**src/rtl/addr4u_pkg.sv**
```systemverilog
`default_nettype none
// +----------------------------------------------------------------------------+
// | addr4u_pkg : shared types and sizing helpers for the addr4u adder family    |
// | Rev 1.0                                                                     |
// +----------------------------------------------------------------------------+
package addr4u_pkg;

  typedef enum logic [1:0] {
    IDLE  = 2'd0,
    SHIFT = 2'd1,
    CHECK = 2'd2,
    DONE  = 2'd3
  } state_e;

  localparam int ADDR4U_W = 4;

  function automatic int sum_width(input int w);
    return w + 1;
  endfunction

endpackage
`default_nettype wire

```
**src/rtl/addr4u_fsub_cell.sv**
```systemverilog
`default_nettype none
// +----------------------------------------------------------------------------+
// | addr4u_fsub_cell : 1-bit full subtractor, d = s - a - bin                    |
// | Rev 1.0                                                                     |
// +----------------------------------------------------------------------------+
module addr4u_fsub_cell (
  input  logic i_s,
  input  logic i_a,
  input  logic i_bin,
  output logic o_d,
  output logic o_bout
);

  assign o_d    = i_s ^ i_a ^ i_bin;
  assign o_bout = (~i_s & i_a) | (~(i_s ^ i_a) & i_bin);

endmodule
`default_nettype wire

```
**src/rtl/addr4u_serial_unadd.sv**
```systemverilog
`default_nettype none
// +----------------------------------------------------------------------------+
// | addr4u_serial_unadd : bit-serial B = S - A recovery with legality flag.      |
// | Optional macro RECHECK_EN adds a CHECK state that re-adds A + B vs S.        |
// | Rev 1.0                                                                     |
// +----------------------------------------------------------------------------+
module addr4u_serial_unadd
  import addr4u_pkg::*;
#(
  parameter int W = ADDR4U_W
) (
  input  logic         clk,
  input  logic         rst_n,
  input  logic         in_valid,
  output logic         in_ready,
  input  logic [W:0]   sum_i,
  input  logic [W-1:0] a_i,
  output logic         out_valid,
  input  logic         out_ready,
  output logic [W-1:0] b_o,
  output logic         err_o,
  output logic         mismatch_o
);

  localparam int SW    = sum_width(W);
  localparam int CNT_W = $clog2(SW);

  state_e           r_state;
  state_e           w_next;
  logic [SW-1:0]    r_s_sh;
  logic [SW-1:0]    r_a_sh;
  logic [W-1:0]     r_d;
  logic [W-1:0]     r_b;
  logic [CNT_W-1:0] r_cnt;
  logic             r_borrow;
  logic             r_err;
  logic             r_in_ready;
  logic             r_out_valid;
  logic             w_accept;
  logic             w_last;
  logic             w_d;
  logic             w_bout;
  logic             w_in_ready_nxt;
  logic             w_out_valid_nxt;

  assign w_accept = (r_state == IDLE) && in_valid && r_in_ready;
  assign w_last   = (r_cnt == CNT_W'(W));

  addr4u_fsub_cell u_cell (
    .i_s    (r_s_sh[0]),
    .i_a    (r_a_sh[0]),
    .i_bin  (r_borrow),
    .o_d    (w_d),
    .o_bout (w_bout)
  );

  always_ff @(posedge clk) begin
    if (!rst_n) r_state <= IDLE;
    else        r_state <= w_next;
  end

  always_comb begin
    w_next = r_state;
    case (r_state)
      IDLE:  if (w_accept) w_next = SHIFT;
`ifdef RECHECK_EN
      SHIFT: if (w_last) w_next = CHECK;
      CHECK: w_next = DONE;
`else
      SHIFT: if (w_last) w_next = DONE;
`endif
      DONE:  if (r_out_valid && out_ready) w_next = IDLE;
      default: w_next = IDLE;
    endcase
  end

  always_comb begin
    w_in_ready_nxt  = (w_next == IDLE);
    w_out_valid_nxt = (w_next == DONE);
  end

  // Shift regs rotate, so after W+1 steps they hold the original S and {0,A} again.
  always_ff @(posedge clk) begin
    if (!rst_n) begin
      r_s_sh      <= '0;
      r_a_sh      <= '0;
      r_d         <= '0;
      r_b         <= '0;
      r_cnt       <= '0;
      r_borrow    <= 1'b0;
      r_err       <= 1'b0;
      r_in_ready  <= 1'b0;
      r_out_valid <= 1'b0;
    end else begin
      r_in_ready  <= w_in_ready_nxt;
      r_out_valid <= w_out_valid_nxt;
      case (r_state)
        IDLE: begin
          if (w_accept) begin
            r_s_sh   <= sum_i;
            r_a_sh   <= {1'b0, a_i};
            r_d      <= '0;
            r_cnt    <= '0;
            r_borrow <= 1'b0;
          end
        end
        SHIFT: begin
          r_s_sh   <= {r_s_sh[0], r_s_sh[SW-1:1]};
          r_a_sh   <= {r_a_sh[0], r_a_sh[SW-1:1]};
          r_borrow <= w_bout;
          r_cnt    <= r_cnt + CNT_W'(1);
          if (w_last) begin
            r_b   <= r_d;
            r_err <= w_bout | w_d;
          end else begin
            r_d <= {w_d, r_d[W-1:1]};
          end
        end
        default: ;
      endcase
    end
  end

`ifdef RECHECK_EN
  logic          r_mismatch;
  logic [SW-1:0] w_recheck;

  assign w_recheck = {1'b0, r_a_sh[W-1:0]} + {1'b0, r_b};

  always_ff @(posedge clk) begin
    if (!rst_n)                  r_mismatch <= 1'b0;
    else if (r_state == CHECK)   r_mismatch <= (w_recheck != r_s_sh) && !r_err;
  end

  assign mismatch_o = r_mismatch;
`else
  assign mismatch_o = 1'b0;
`endif

  assign in_ready  = r_in_ready;
  assign out_valid = r_out_valid;
  assign b_o       = r_b;
  assign err_o     = r_err;

endmodule
`default_nettype wire
```
**config.mk**
```make
export PLATFORM = sky130hd
export DESIGN_NAME = addr4u_serial_unadd
export DESIGN_NICKNAME = d
export VERILOG_FILES = /design/src/rtl/addr4u_pkg.sv /design/src/rtl/addr4u_fsub_cell.sv /design/src/rtl/addr4u_serial_unadd.sv
export SDC_FILE = /design/constraint.sdc
export NUM_CORES = 1
export LEC_CHECK = 0
export ABC_AREA = 1
export CAP_MARGIN = 20
export CORE_MARGIN = 3
export CORE_UTILIZATION = 55
export DETAILED_ROUTE_END_ITERATION = 6
export PLACE_DENSITY = 0.84
export SYNTH_ARGS = -nofsm -noshare
export SYNTH_HDL_FRONTEND = slang
export SYNTH_SLANG_ARGS = --single-unit
```
**constraint.sdc**
```tcl
create_clock -name clk -period 2.2 [get_ports clk]
set_input_delay 0.33 -clock clk [delete_from_list [all_inputs] [get_ports clk]]
set_output_delay 0.33 -clock clk [all_outputs]
set_load 0.005 [all_outputs]
```
* Word-level counts from Yosys, hierarchy flattened
Cells that the tools add are included.
** Storage, ports and cells
- Logic and storage cells :: 49
- Register bits :: 27
- Input bits :: 13
** Cells by class
- Add/subtract/negate cells :: 1
- Reductions and logical operators :: 9
- Equality and inequality tests :: 6
- Mux-type cells :: 15
- Bitwise gates (word level) :: 8
** Operators with widths (count)
- 5-bit case mux with 2 select lines :: 2
- 5-bit 2-to-1 mux :: 2
- 4-bit 2-to-1 mux :: 2
- 4-bit case mux with 2 select lines :: 1
- 2-bit 2-to-1 mux :: 3
- 2-bit case mux with 3 select lines :: 1
- 3-bit case mux with 2 select lines :: 1
- 2-bit == test, second input constant :: 2
- 2-bit zero test :: 2
- 2-bit inequality test, second input constant :: 2
- 2-bit AND reduction :: 2
- 3-bit by 1-bit adder with 3-bit output, second input constant :: 1
- 3-bit == test, second input constant :: 1
- 1-bit logical AND :: 3
- 3-bit 2-to-1 mux :: 1
- 3-bit AND reduction :: 1
- 1-bit AND :: 2
- 2-bit by 1-bit == test with 1-bit output, second input constant :: 1
- 1-bit inverter :: 2
- 1-bit bitwise OR :: 2
- 1-bit case mux with 2 select lines :: 1
- 2-bit nonzero test :: 1
- 1-bit XOR :: 2
- 1-bit 2-to-1 mux :: 1

* Longest topological paths before layout
Gate-level depths: netlist (run 1).
- Word-level depth :: 6
- Mapped depth :: 8
- Gate-level depth less buffers :: 6

* Hierarchy
Synthesis (run 1) repeated with hierarchy kept, for this count alone.
** Second synthesis, totals
- Cells, all modules :: 176
- Area total of the unflattened synthesis :: 1258.7 µm²
** Modules (own cells, without submodules)
- addr4u_serial_unadd :: sequential area each 540.5 µm², area each 1227.4 µm², cells an instance 172, times used 1
- addr4u_fsub_cell :: sequential area each 0.0 µm², area each 31.3 µm², cells an instance 4, times used 1

* Least setup slack after synthesis (run 1)
OpenSTA, ideal clock, no wires.
- Path type :: reg-to-reg
- Start point :: register r_borrow
- End point :: register r_err, in the netlist err_o
- Period minus slack after synthesis :: 1.183 ns
- Stages on the path, launching flop included :: 5
- Data arrival time :: 1.061 ns
- Data required time :: 2.078 ns
- Library setup time :: 0.122 ns
- Slack :: 1.017 ns
- Cells stage by stage :: dfxtp_1 fa_1 inv_1 o21ai_0 a21oi_1
** Between the ends
- Cells in the longest elaborated chain, start to end :: 3
- Elaborated cells between the ends (all ways) :: 4
- Those cells by class :: bitwise (4)
** RTL lines
- start: declaration :: RTL line addr4u_serial_unadd.sv:35 : logic r_borrow;
- start signal: assignment :: RTL line addr4u_serial_unadd.sv:110 : r_borrow <= w_bout;
- 1-bit AND :: RTL line addr4u_fsub_cell.sv:15 : assign o_bout = (~i_s & i_a) | (~(i_s ^ i_a) & i_bin);
- 1-bit bitwise OR :: RTL line addr4u_fsub_cell.sv:15
- 1-bit bitwise OR * :: RTL line addr4u_serial_unadd.sv:114 : r_err <= w_bout | w_d;
- end signal: assignment :: RTL line addr4u_serial_unadd.sv:114
- end: declaration :: RTL line addr4u_serial_unadd.sv:36 : logic r_err;
Every way passes the cells marked *; elsewhere a longest branch is shown, timed or not.
A chain may end at the register's enable or synchronous reset.

* Worst setup path in the final report (run 1)
- Start point :: register r_state[0]
- End point :: register r_err, in the netlist err_o
** Between the ends
- Cells in the longest elaborated chain, start to end :: 2
** RTL lines
- start: declaration :: RTL line addr4u_serial_unadd.sv:28 : state_e r_state;
- start signal: assignment :: RTL line addr4u_serial_unadd.sv:59 : else r_state <= w_next;
- 2-bit by 1-bit == test with 1-bit output :: RTL line addr4u_serial_unadd.sv:97 : case (r_state)
- 2-bit AND reduction (no source line)
Every way passes these cells.

==> results of run 1 <==
==> worst max-delay path: stages (launching register included) <==
cell and delay [ns]:
sky130_fd_sc_hd__dfxtp_1 0.54, sky130_fd_sc_hd__nand2_1 0.31, sky130_fd_sc_hd__nor2_1 0.33, sky130_fd_sc_hd__o21ai_0 0.14, sky130_fd_sc_hd__a21oi_1 0.13
==> cells in the final DEF, fill, tap and decap left out <==
master,instances
sky130_fd_sc_hd__dfxtp_1,27
sky130_fd_sc_hd__nand4_1,5
sky130_fd_sc_hd__buf_4,2
sky130_fd_sc_hd__nor2_2,1
sky130_fd_sc_hd__clkinv_1,1
sky130_fd_sc_hd__a31oi_1,1
sky130_fd_sc_hd__a21oi_1,15
sky130_fd_sc_hd__nand2_2,1
sky130_fd_sc_hd__o21ai_1,2
sky130_fd_sc_hd__clkdlybuf4s50_1,19
sky130_fd_sc_hd__conb_1,1
sky130_fd_sc_hd__nand3_1,7
sky130_fd_sc_hd__or2_2,1
sky130_fd_sc_hd__inv_2,1
sky130_fd_sc_hd__clkinvlp_4,1
sky130_fd_sc_hd__ha_1,2
sky130_fd_sc_hd__inv_1,15
sky130_fd_sc_hd__fa_1,1
sky130_fd_sc_hd__nor2_1,23
sky130_fd_sc_hd__clkbuf_4,3
sky130_fd_sc_hd__nand2_1,51
sky130_fd_sc_hd__o21ai_0,9
==> layout make-up <==
type | instances | area, um2
fill | 167 | 600.6
clock buffer | 3 | 22.52
clock inverter | 1 | 7.507
sequential | 27 | 540.5
timing repair buffer | 21 | 205.2
inverter | 17 | 63.81
tap | 27 | 33.78
multi-input combinational | 120 | 548.0
==> power breakdown <==
| group | internal [W] | switching, W |
|---|---|---|
| clock network | 0.0000695 | 0.000146 |
| registers | 0.000517 | 0.0000141 |
| logic | 0.0000647 | 0.0000893 |
==> routing by layer <==
layer / track usage (%) / vias up / share of wire [%]
met5: 0 / - / 0
met4: 2.979 / 0 / 0
met3: 4.274 / 0 / 4.4
met2: 30.17 / 20 / 47
met1: 23.77 / 477 / 49
li1: - / 574 / -
==> worst min-delay path by stage <==
stage | from | end | slack (ns)
final | r_a_sh[4] | r_a_sh[4] | 0.48
after global routing | b_o[3] | b_o[3] | 0.50
after CTS | r_a_sh[4] | r_a_sh[4] | 0.48
after detailed placement | b_o[1] | b_o[1] | 0.46
after global placement | r_a_sh[4] | r_a_sh[4] | 0.45
after floorplan | r_a_sh[4] | r_a_sh[4] | 0.44
==> registers in the layout, indices dropped and copies added (netlist names), 2 cells and up <==
register and flops:
r_a_sh 5, r_d 4, b_o 4, r_s_sh 5, r_state 2, r_cnt 3
==> metrics by stage <==
stage | instances | util, %
2_1_floorplan | 172 | -
3_3_place_gp | 212 | 68.81
3_5_place_dp | 212 | 68.81
4_1_cts | 216 | 70.30
5_1_grt | 216 | 70.30
6_report | 216 | 70.30
==> cell families (layout without fill, tap and decap cells) <==
family	count (synthesis)	in the layout	share of synthesized area (%)
other	1	1	0.3109
AOI/OAI and AO/OA	27	27	11.31
and+or+nand+nor	89	89	30.08
adders and majority gates	3	3	3.734
DFF	27	27	44.81
buffers and inverters	25	42	9.749
==> metrics.cfg, run 1 <==
[status]
outcome=complete, no violations

[die]
die_area_mm2=0.002791
start_util_pct=59.65
io-pin-count=21
floorplan.die.width_um=52.83
core_mm2=0.002022
fp.dieH_um=52.83
placement_rows=16

[synthesis]
post_synth_main_area_contributors=sky130_fd_sc_hd__dfxtp_1 (45%), sky130_fd_sc_hd__nand2_1 (16%), sky130_fd_sc_hd__nor2_1 (7.2%)
ys_seq_area_share_pct=44.81
synth_area_mm2=0.001206
ys.flop_type=sky130_fd_sc_hd__dfxtp_1
synth_common_cells=sky130_fd_sc_hd__nand2_1 (51), sky130_fd_sc_hd__dfxtp_1 (27), sky130_fd_sc_hd__nor2_1 (23), sky130_fd_sc_hd__a21oi_1 (15), sky130_fd_sc_hd__inv_1 (15)
synth_cell_type_count=23
synth_top_area_share_pct=44.81
synth-async-reset-ratio_pct=0
synth-edff-count=0
synth.most_common_cell=sky130_fd_sc_hd__nand2_1
postSynthCellCount=172
postSynthNetCount=188
ys_ff_latch=27
avgSynthCellArea_um2=7.013
yosysWarnings=0
yosysTopAreaCell=sky130_fd_sc_hd__dfxtp_1

[run]
drv.max_cap_violation_count=0

[route]
antenna_violating_nets_post_route=0
detail_route.iter0.violations=19
firstDrtPassIters=4
post_drt_wl_per_cell_um=10.59
post-route-drc-count=0
routed_wl_um=2288
drt-vias-per-instance=4.958
vias=1071

[power]
peakVddDrop_mv=0.4068
p_leak_nw=0.6044
power-per-cell-area_mw_per_mm2=633.0
totalPowerFinal_w=0.0008997

[global_route]
grt_pass1_vias=954
antenna_found_initial=0
grt_first_pass_wirelength_um=3843
grt.overflow.total=0
groute.usage.overall_pct=18.04
largest_net_degree_at_the_start_of_global_routing=24

[timing]
timing.final.setup_violations=0
fmax_ghz=0.6530
worst_slack_ns=0.6686
holdWs_ns=0.4838
setup-tns-final_ns=0
min_period_over_period_pct=69.61
final_count_of_hold_timing_violations=0
rsz_0062_raised_after_global_routing=no
clock-skew-final_ns=0.01523
period_minus_slack_ns=1.531
pins_over_slew_limit=0

[place]
place_worst_setup_slack_ns=0.5717
gpl.final_weighted_congestion=0.8658
dpl.hpwl_um=1664
placed_instance_area_mm2=0.001391
placement.io_buffers=19

[layout]
post-route-cell-area_mm2=0.001421
insertedDiodeCount=0
share_of_post_route_cells_with_drive_strength_above_1_pct=5.291
num-nets-final=206
area_delta_synth_final_pct=17.84

[critical_path]
worst-path-max-fanout=12
cp-startpoint=r_state[0]
timing.rr.start=r_state[0]
critical_path_endpoint=err_o
rr_endpoint=err_o
arrival_ns=1.78
worstSetupStartpointType=flop
r2r_cells=4
timing.critical_path.required_ns=2.45
timing.reg2reg.setup_slack_ns=0.67
critical_path_class=reg -> reg
end_kind=flop

[clock_network]
clock-root-buffer=sky130_fd_sc_hd__clkbuf_4
cts_buffer_count=3
clock_tree.buffer_depth=2
cts_setup_buffers=0
cts_tree=yes
htree_num_levels=1
post_cts_resized=0
clock_latency_ns=0.33
cts_hold_buf=0
cts_num_sinks=27
clkTransAtPathRegs_ns=0.15

[min_path]
whs_path_depth=2
worstHoldPathType=reg -> reg

Power figures use the tool's default switching activity.
==> run 2: changes to the inputs <==
--- a/config.mk
+++ b/config.mk
@@ -8,9 +8,9 @@
 export ABC_AREA = 1
 export CAP_MARGIN = 20
 export CORE_MARGIN = 3
-export CORE_UTILIZATION = 55
+export CORE_UTILIZATION = 51
 export DETAILED_ROUTE_END_ITERATION = 6
-export PLACE_DENSITY = 0.84
+export PLACE_DENSITY = 0.78
 export SYNTH_ARGS = -nofsm -noshare
 export SYNTH_HDL_FRONTEND = slang
 export SYNTH_SLANG_ARGS = --single-unit
==> constraint.sdc (replaced) <==
create_clock -name clk -period 1.6 [get_ports clk]
set_input_delay 0.24 -clock clk [delete_from_list [all_inputs] [get_ports clk]]
set_output_delay 0.24 -clock clk [all_outputs]
set_load 0.005 [all_outputs]
==> run 2 against run 1 <==
  * Die area is 6.9% higher
  * Register-to-register slack worse by 0.47 ns
  * First-iteration DRC count is 47% higher
  * Hold slack worse by 0.011 ns
  * Via count is 0.47% lower
==> metrics.cfg, run 2 (synthesis results as in run 1) <==
[layout]
layout.filler_cells=198  ; was 167
reg_top3=r_a_sh: 5 flops, r_s_sh: 5 flops  ; unchanged
register_area_um2=540.5  ; unchanged
finish.cell_count_without_fillers=217  ; was 216
finish.utilization_pct=67.86  ; was 70.30%
multi_input_comb_area_um2=548.0  ; unchanged
num-nets-final=207  ; was 206
leading_cell_types_in_the_layout_fill_and_taps_excluded=sky130_fd_sc_hd__nand2_1 (51), sky130_fd_sc_hd__dfxtp_1 (27), sky130_fd_sc_hd__nor2_1 (23)  ; unchanged
share_of_post_route_cells_with_drive_strength_above_1_pct=5.789  ; was 5.291%
insertedDiodeCount=0  ; unchanged
post-route-cell-area_mm2=0.001426  ; was 0.001421 mm2
layout.cells.most_common=sky130_fd_sc_hd__nand2_1  ; unchanged
area_delta_synth_final_pct=18.26  ; was 17.84%

[min_path]
timing.hold.worst.start=b_o[1]  ; was r_a_sh[4]
whs_path_depth=2  ; unchanged
hold-path-endpoint=b_o[1]  ; was r_a_sh[4]
worstHoldPathType=reg -> reg  ; unchanged

[clock_network]
cts_setup_buffers=0  ; unchanged
clock-root-buffer=sky130_fd_sc_hd__clkbuf_4  ; unchanged
cts_hold_buf=0  ; unchanged
post_cts_resized=0  ; unchanged
clock_tree.buffer_depth=2  ; unchanged
htree_num_levels=1  ; unchanged
cts_tree=yes  ; unchanged
cts_num_sinks=27  ; unchanged
cts_buffer_count=3  ; unchanged
clock_latency_ns=0.33  ; about the same
clkTransAtPathRegs_ns=0.14  ; was 0.15 ns

[global_route]
grt_first_pass_wirelength_um=3843  ; unchanged
grt.overflow.total=0  ; unchanged
largest_net_degree_at_the_start_of_global_routing=24  ; unchanged
grt_pass1_vias=916  ; was 954
groute.usage.overall_pct=17.85  ; was 18.04%
antenna_found_initial=0  ; unchanged

[critical_path]
r2r_cells=6  ; was 4
end_kind=output pin  ; was flop
crit_slowest_cell=sky130_fd_sc_hd__clkdlybuf4s50_1  ; was sky130_fd_sc_hd__dfxtp_1
crit_buf_inv=1  ; was 0
worst-path-max-fanout=2  ; was 12
worstSetupStartpointType=flop  ; unchanged
critPathMaxStageDelay_ns=0.50  ; was 0.54 ns
critical-path-top-delay-family=buffers and inverters  ; was simple AND/OR/NAND/NOR gates
path_cells=clkdlybuf4s50_1  ; was nand2_1, nor2_1, o21ai_0, a21oi_1
timing.critical_path.required_ns=1.36  ; was 2.45 ns
rr_endpoint=err_o  ; unchanged
timing.rr.start=r_cnt[0]  ; was r_state[0]
critical_path_class=reg -> out  ; was reg -> reg
timing.reg2reg.setup_slack_ns=0.20  ; was 0.67 ns
arrival_ns=1.20  ; was 1.78 ns

[place]
placed_instance_area_mm2=0.001399  ; was 0.001391 mm2
place.detailed.instances=213  ; was 212
gpl.final_weighted_congestion=0.7779  ; was 0.8658
placement.io_buffers=19  ; unchanged
dpl.hpwl_um=1624  ; was 1664 um

[die]
fp.dieH_um=54.63  ; was 52.83 um
io-pin-count=21  ; unchanged
floorplan.die.width_um=54.63  ; was 52.83 um
placement_rows=16  ; unchanged
die_area_mm2=0.002984  ; was 0.002791 mm2
core_mm2=0.002102  ; was 0.002022 mm2
start_util_pct=57.38  ; was 59.65%

[power]
net_switching_w=0.0003374  ; was 0.0002490 W
totalPowerFinal_w=0.001232  ; was 0.0008997 W
peakVddDrop_mv=0.5429  ; was 0.4068 mV
share_clk_of_total_power_pct=23.8  ; was 23.9%
switching_share_pct=27.39  ; was 27.68%
cell_internal_pwr_w=0.0008946  ; was 0.0006507 W
power-per-cell-area_mw_per_mm2=863.8  ; was 633.0 mW/mm2
share_comb_of_total_power_pct=17.0  ; was 17.1%
pwr-share-seq_pct=59.2  ; was 59.0%
p_leak_nw=0.6130  ; was 0.6044 nW

[run]
drv.max_cap_violation_count=0  ; unchanged

[route]
post_drt_wl_per_cell_um=10.31  ; was 10.59 um
antenna_violating_nets_post_route=0  ; unchanged
routed_wl_um=2238  ; was 2288 um
post-route-drc-count=0  ; unchanged
vias=1066  ; was 1071
detail_route.iter0.violations=28  ; was 19
firstDrtPassIters=4  ; unchanged
drt-vias-per-instance=4.912  ; was 4.958

[timing]
clock-skew-final_ns=0.008333  ; was 0.01523 ns
rsz_0062_raised_after_global_routing=no  ; unchanged
min_period_over_period_pct=89.69
setup-tns-final_ns=0  ; unchanged
pins_over_slew_limit=0  ; unchanged
period_minus_slack_ns=1.435
fmax_ghz=0.6968
final_count_of_hold_timing_violations=0  ; unchanged
timing.final.setup_violations=0  ; unchanged

[status]
outcome=complete, no violations  ; unchanged

==> run 2: changes by cell type in the layout (fill, tap and decap cells not counted), sizes merged <==
cell      change
buf           +1
clkinv        +1
clkinvlp      -1
==> run 2: final cells by class <==
| cell class | instances | share of cell area (%) |
|---|---|---|
| Timing Repair Buffer | 22 | 14.91 |
| Inverter | 17 | 4.474 |
| Sequential cell | 27 | 37.89 |
| Clock inverter | 1 | 0.3509 |
| Tap cell | 27 | 2.368 |
| Clock buffer | 3 | 1.579 |
| Multi-Input combinational cell | 120 | 38.42 |
==> run 2: stage by stage <==
| stage | setup slack [ns] | hold slack (ns) |
|---|---|---|
| finish | 0.1650 | 0.4732 |
| global route | 0.01020 | 0.5123 |
| CTS | 0.1535 | 0.4779 |
| detailed placement | 0.1318 | 0.4576 |
| global placement | 0.1570 | 0.4503 |
| floorplan | 0.4175 | 0.4303 |
==> run 2: how the worst max path moves through the flow <==
stage	end	from	slack, ns	cells past startpoint
after floorplan	err_o	r_borrow	0.42	4
after global placement	r_cnt[0]	in_valid	0.16	6
after detailed placement	r_cnt[0]	in_valid	0.13	6
after CTS	err_o	err_o	0.15	1
after global routing	err_o	r_cnt[0]	0.01	6
final	err_o	err_o	0.16	1
==> run 2: per-layer routing <==
metal,global-route usage (%),vias to the layer above,part of all wire (%)
li1,-,577,-
met1,23.87,469,50
met2,27.36,16,45
met3,4.087,4,3.3
met4,7.469,0,1.3
met5,0,-,0
==> run 2: power groups by stage <==
stage / logic, W / clock network [W] / registers (W)
3_3_place_gp: 0.000205 / 0 / 0.000743
3_5_place_dp: 0.000210 / 0 / 0.000745
4_1_cts: 0.000211 / 0.000305 / 0.000730
5_1_grt: 0.000245 / 0.000329 / 0.000734
6_report: 0.000210 / 0.000293 / 0.000730
2_1_floorplan: 0.000164 / 0 / 0.000737
==> run 3: changes to the inputs <==
--- a/config.mk
+++ b/config.mk
@@ -13,4 +13,5 @@
 export PLACE_DENSITY = 0.78
 export SYNTH_ARGS = -nofsm -noshare
 export SYNTH_HDL_FRONTEND = slang
+export SYNTH_HIERARCHICAL = 1
 export SYNTH_SLANG_ARGS = --single-unit
==> constraint.sdc (replaced) <==
create_clock -name clk -period 1.6 [get_ports clk]
set_input_delay 0.24 -clock clk [delete_from_list [all_inputs] [get_ports clk]]
set_output_delay 0.24 -clock clk [all_outputs]
set_load 0.05 [all_outputs]
==> run 3 against run 2 <==
  * Non-clock buffer count up 3
  * Flip-flop and latch count unchanged
  * Combinational power grew 61%
  * Clock-buffer cell count stayed put
  * Global-route usage down 1.1 points
  * Synthesized cell count increased by 2.3%
  * Total power rose by 14%
  * First-iteration DRC count rose by 14%
  * Synthesized area is 4.4% higher
  * Setup slack better by 0.11 ns
  * Sequential share of layout area down 1.4 points
  * Die area rose by 3.9%
  * Largest power group unchanged
==> metrics.cfg, run 3 <==
[clock_network]
clock-root-buffer=sky130_fd_sc_hd__clkbuf_4  ; unchanged
cts_tree=yes  ; unchanged
post_cts_resized=0  ; unchanged
clkTransAtPathRegs_ns=0.14  ; about the same
cts_setup_buffers=0  ; unchanged
cts_buffer_count=3  ; unchanged
cts_num_sinks=27  ; unchanged
clock_tree.buffer_depth=2  ; unchanged
htree_num_levels=1  ; unchanged
cts_hold_buf=0  ; unchanged
clock_latency_ns=0.32  ; was 0.33 ns

[power]
p_leak_nw=0.6510  ; was 0.6130 nW
share_comb_of_total_power_pct=24.2  ; was 17.0%
power-per-cell-area_mw_per_mm2=945.2  ; was 863.8 mW/mm2
pwr-share-seq_pct=54.8  ; was 59.2%
cell_internal_pwr_w=0.0009686  ; was 0.0008946 W
net_switching_w=0.0004329  ; was 0.0003374 W
peakVddDrop_mv=0.7324  ; was 0.5429 mV
switching_share_pct=30.89  ; was 27.39%
share_clk_of_total_power_pct=21.0  ; was 23.8%

[timing]
final_count_of_hold_timing_violations=0  ; unchanged
pins_over_slew_limit=0  ; unchanged
rsz_0062_raised_after_global_routing=no  ; unchanged
timing.final.setup_violations=0  ; unchanged
period_minus_slack_ns=1.329  ; was 1.435 ns
min_period_over_period_pct=83.07  ; was 89.69%
fmax_ghz=0.7523  ; was 0.6968 GHz
clock-skew-final_ns=0.004382  ; was 0.008333 ns
setup-tns-final_ns=0  ; unchanged

[place]
dpl.hpwl_um=1867  ; was 1624 um
gpl.final_weighted_congestion=0.7700  ; was 0.7779
placed_instance_area_mm2=0.001453  ; was 0.001399 mm2
placement.io_buffers=19  ; unchanged

[route]
post-route-drc-count=0  ; unchanged
antenna_violating_nets_post_route=0  ; unchanged
drt-vias-per-instance=5.071  ; was 4.912
firstDrtPassIters=4  ; unchanged
vias=1136  ; was 1066
routed_wl_um=2526  ; was 2238 um
post_drt_wl_per_cell_um=11.28  ; was 10.31 um
detail_route.iter0.violations=32  ; was 28

[layout]
layout.filler_cells=212  ; was 198
register_area_um2=540.5  ; unchanged
leading_cell_types_in_the_layout_fill_and_taps_excluded=sky130_fd_sc_hd__nand2_1 (53), sky130_fd_sc_hd__dfxtp_1 (27), sky130_fd_sc_hd__nor2_1 (23)  ; was sky130_fd_sc_hd__nand2_1 (51), sky130_fd_sc_hd__dfxtp_1 (27), sky130_fd_sc_hd__nor2_1 (23)
post-route-cell-area_mm2=0.001483  ; was 0.001426 mm2
insertedDiodeCount=0  ; unchanged
reg_top3=r_a_sh: 5 flops, r_s_sh: 5 flops  ; unchanged
area_delta_synth_final_pct=17.79  ; was 18.26%
layout.cells.most_common=sky130_fd_sc_hd__nand2_1  ; unchanged
multi_input_comb_area_um2=614.3  ; was 548.0 um2
num-nets-final=213  ; was 207
share_of_post_route_cells_with_drive_strength_above_1_pct=12.24  ; was 5.789%

[synthesis]
synth-async-reset-ratio_pct=0  ; unchanged
post_synth_main_area_contributors=sky130_fd_sc_hd__dfxtp_1 (43%), sky130_fd_sc_hd__nand2_1 (16%), sky130_fd_sc_hd__nor2_1 (6.9%)  ; was sky130_fd_sc_hd__dfxtp_1 (45%), sky130_fd_sc_hd__nand2_1 (16%), sky130_fd_sc_hd__nor2_1 (7.2%)
postSynthCellCount=176  ; was 172
synth.most_common_cell=sky130_fd_sc_hd__nand2_1  ; unchanged
synth_common_cells=sky130_fd_sc_hd__nand2_1 (53), sky130_fd_sc_hd__dfxtp_1 (27), sky130_fd_sc_hd__nor2_1 (23), sky130_fd_sc_hd__a21oi_1 (14), sky130_fd_sc_hd__inv_1 (11)  ; was sky130_fd_sc_hd__nand2_1 (51), sky130_fd_sc_hd__dfxtp_1 (27), sky130_fd_sc_hd__nor2_1 (23), sky130_fd_sc_hd__a21oi_1 (15), sky130_fd_sc_hd__inv_1 (15)
postSynthNetCount=192  ; was 188
ys_seq_area_share_pct=42.94  ; was 44.81%
ys_ff_latch=27  ; unchanged
synth_top_area_share_pct=42.94  ; was 44.81%
synth_cell_type_count=23  ; unchanged
yosysTopAreaCell=sky130_fd_sc_hd__dfxtp_1  ; unchanged
avgSynthCellArea_um2=7.152  ; was 7.013 um2
yosysWarnings=6  ; was 0
synth-edff-count=0  ; unchanged
ys.flop_type=sky130_fd_sc_hd__dfxtp_1  ; unchanged
synth_area_mm2=0.001259  ; was 0.001206 mm2

[die]
placement_rows=17  ; was 16
core_mm2=0.002276  ; was 0.002102 mm2
die_area_mm2=0.003100  ; was 0.002984 mm2
io-pin-count=21  ; unchanged
fp.dieH_um=55.68  ; was 54.63 um
start_util_pct=55.31  ; was 57.38%
floorplan.die.width_um=55.68  ; was 54.63 um

[global_route]
grt_util_met2_pct=29.05  ; was 27.36%
antenna_found_initial=0  ; unchanged
use_met1_pct=21.12  ; was 23.87%
grt_pass1_vias=1062  ; was 916
grt_first_pass_wirelength_um=4367  ; was 3843 um
largest_net_degree_at_the_start_of_global_routing=24  ; unchanged
grt.overflow.total=0  ; unchanged
groute.usage.overall_pct=16.72  ; was 17.85%
globalRoute.busiestLayer=met2  ; unchanged
met3_usage_pct=3.248  ; was 4.087%

[critical_path]
end_kind=flop  ; was output pin
worst-path-max-fanout=6  ; was 2
critical_path_class=reg -> reg  ; was reg -> out
timing.critical_path.required_ns=1.87  ; was 1.36 ns
worstSetupStartpointType=flop  ; unchanged
arrival_ns=1.60  ; was 1.20 ns

[min_path]
worstHoldPathType=reg -> reg  ; unchanged

[status]
outcome=complete, no violations  ; unchanged

[run]
drv.max_cap_violation_count=0  ; unchanged

==> run 3: cell families (layout without fill, tap and decap cells) <==
group,after synthesis,in the layout,synth area share [%]
adders and majority gates,3,3,3.578
other,1,1,0.2979
buffers and inverters,21,41,8.250
AOI/OAI and AO/OA,19,19,7.555
DFF,27,27,42.94
and+or+nand+nor,105,105,37.37
==> run 3: path summary, 6_finish.rpt <==
| path | startpoint | endpoint | slack [ns] | depth (start not counted) |
|---|---|---|---|---|
| setup / recovery | r_cnt[0] | err_o | 0.27 | 6 |
| hold / removal | b_o[2] | b_o[2] | 0.47 | 2 |
| setup reg to reg | r_cnt[0] | err_o | 0.27 | 6 |
| hold reg to reg | b_o[2] | b_o[2] | 0.47 | 2 |
==> run 3: worst max-delay path: stages, from the launching register on <==
cell                      delay, ns
sky130_fd_sc_hd__dfxtp_1       0.35
sky130_fd_sc_hd__inv_1         0.08
sky130_fd_sc_hd__ha_1          0.16
sky130_fd_sc_hd__nand2_1       0.15
sky130_fd_sc_hd__nor2_2        0.25
sky130_fd_sc_hd__o21ai_0       0.14
sky130_fd_sc_hd__a21oi_1       0.14
==> run 3: area by class of cell <==
| type | count | share of cell area, % |
|---|---|---|
| clock buffers | 3 | 1.519 |
| clock inverters | 1 | 0.5063 |
| inverters | 12 | 3.038 |
| multi-input cells | 128 | 41.43 |
| flip-flops and latches | 27 | 36.46 |
| well taps | 28 | 2.363 |
| repair buffers | 25 | 14.68 |
==> run 3: per-stage QoR <==
| step | util, % | instances | hold slack [ns] | setup WS [ns] | total power (W) |
|---|---|---|---|---|---|
| finish | 65.15 | 224 | 0.4690 | 0.2708 | 0.001401 |
| global route | 65.15 | 224 | 0.5078 | 0.1412 | 0.001498 |
| CTS | 65.15 | 224 | 0.4732 | 0.2533 | 0.001418 |
| detailed placement | 63.83 | 220 | 0.4526 | 0.1846 | 0.001121 |
| global placement | 63.83 | 220 | 0.4505 | 0.2342 | 0.001110 |
| floorplan | - | 176 | 0.3819 | 0.3179 | 0.001028 |
==> run 3: power groups by stage <==
| stage | combinational (W) | sequential, W | clock [W] |
|---|---|---|---|
| 6_report | 0.000339 | 0.000768 | 0.000295 |
| 5_1_grt | 0.000381 | 0.000778 | 0.000339 |
| 4_1_cts | 0.000339 | 0.000768 | 0.000311 |
| 3_5_place_dp | 0.000338 | 0.000782 | 0 |
| 3_3_place_gp | 0.000329 | 0.000781 | 0 |
| 2_1_floorplan | 0.000250 | 0.000777 | 0 |
==> run 3: layer usage <==
layer / part of all wire [%] / vias up / routed length [um]
met2: 49 / 23 / 1226
met4: 1.1 / 0 / 28
met3: 4.1 / 4 / 104
met1: 46 / 513 / 1167
met5: 0 / - / 0
li1: - / 596 / -
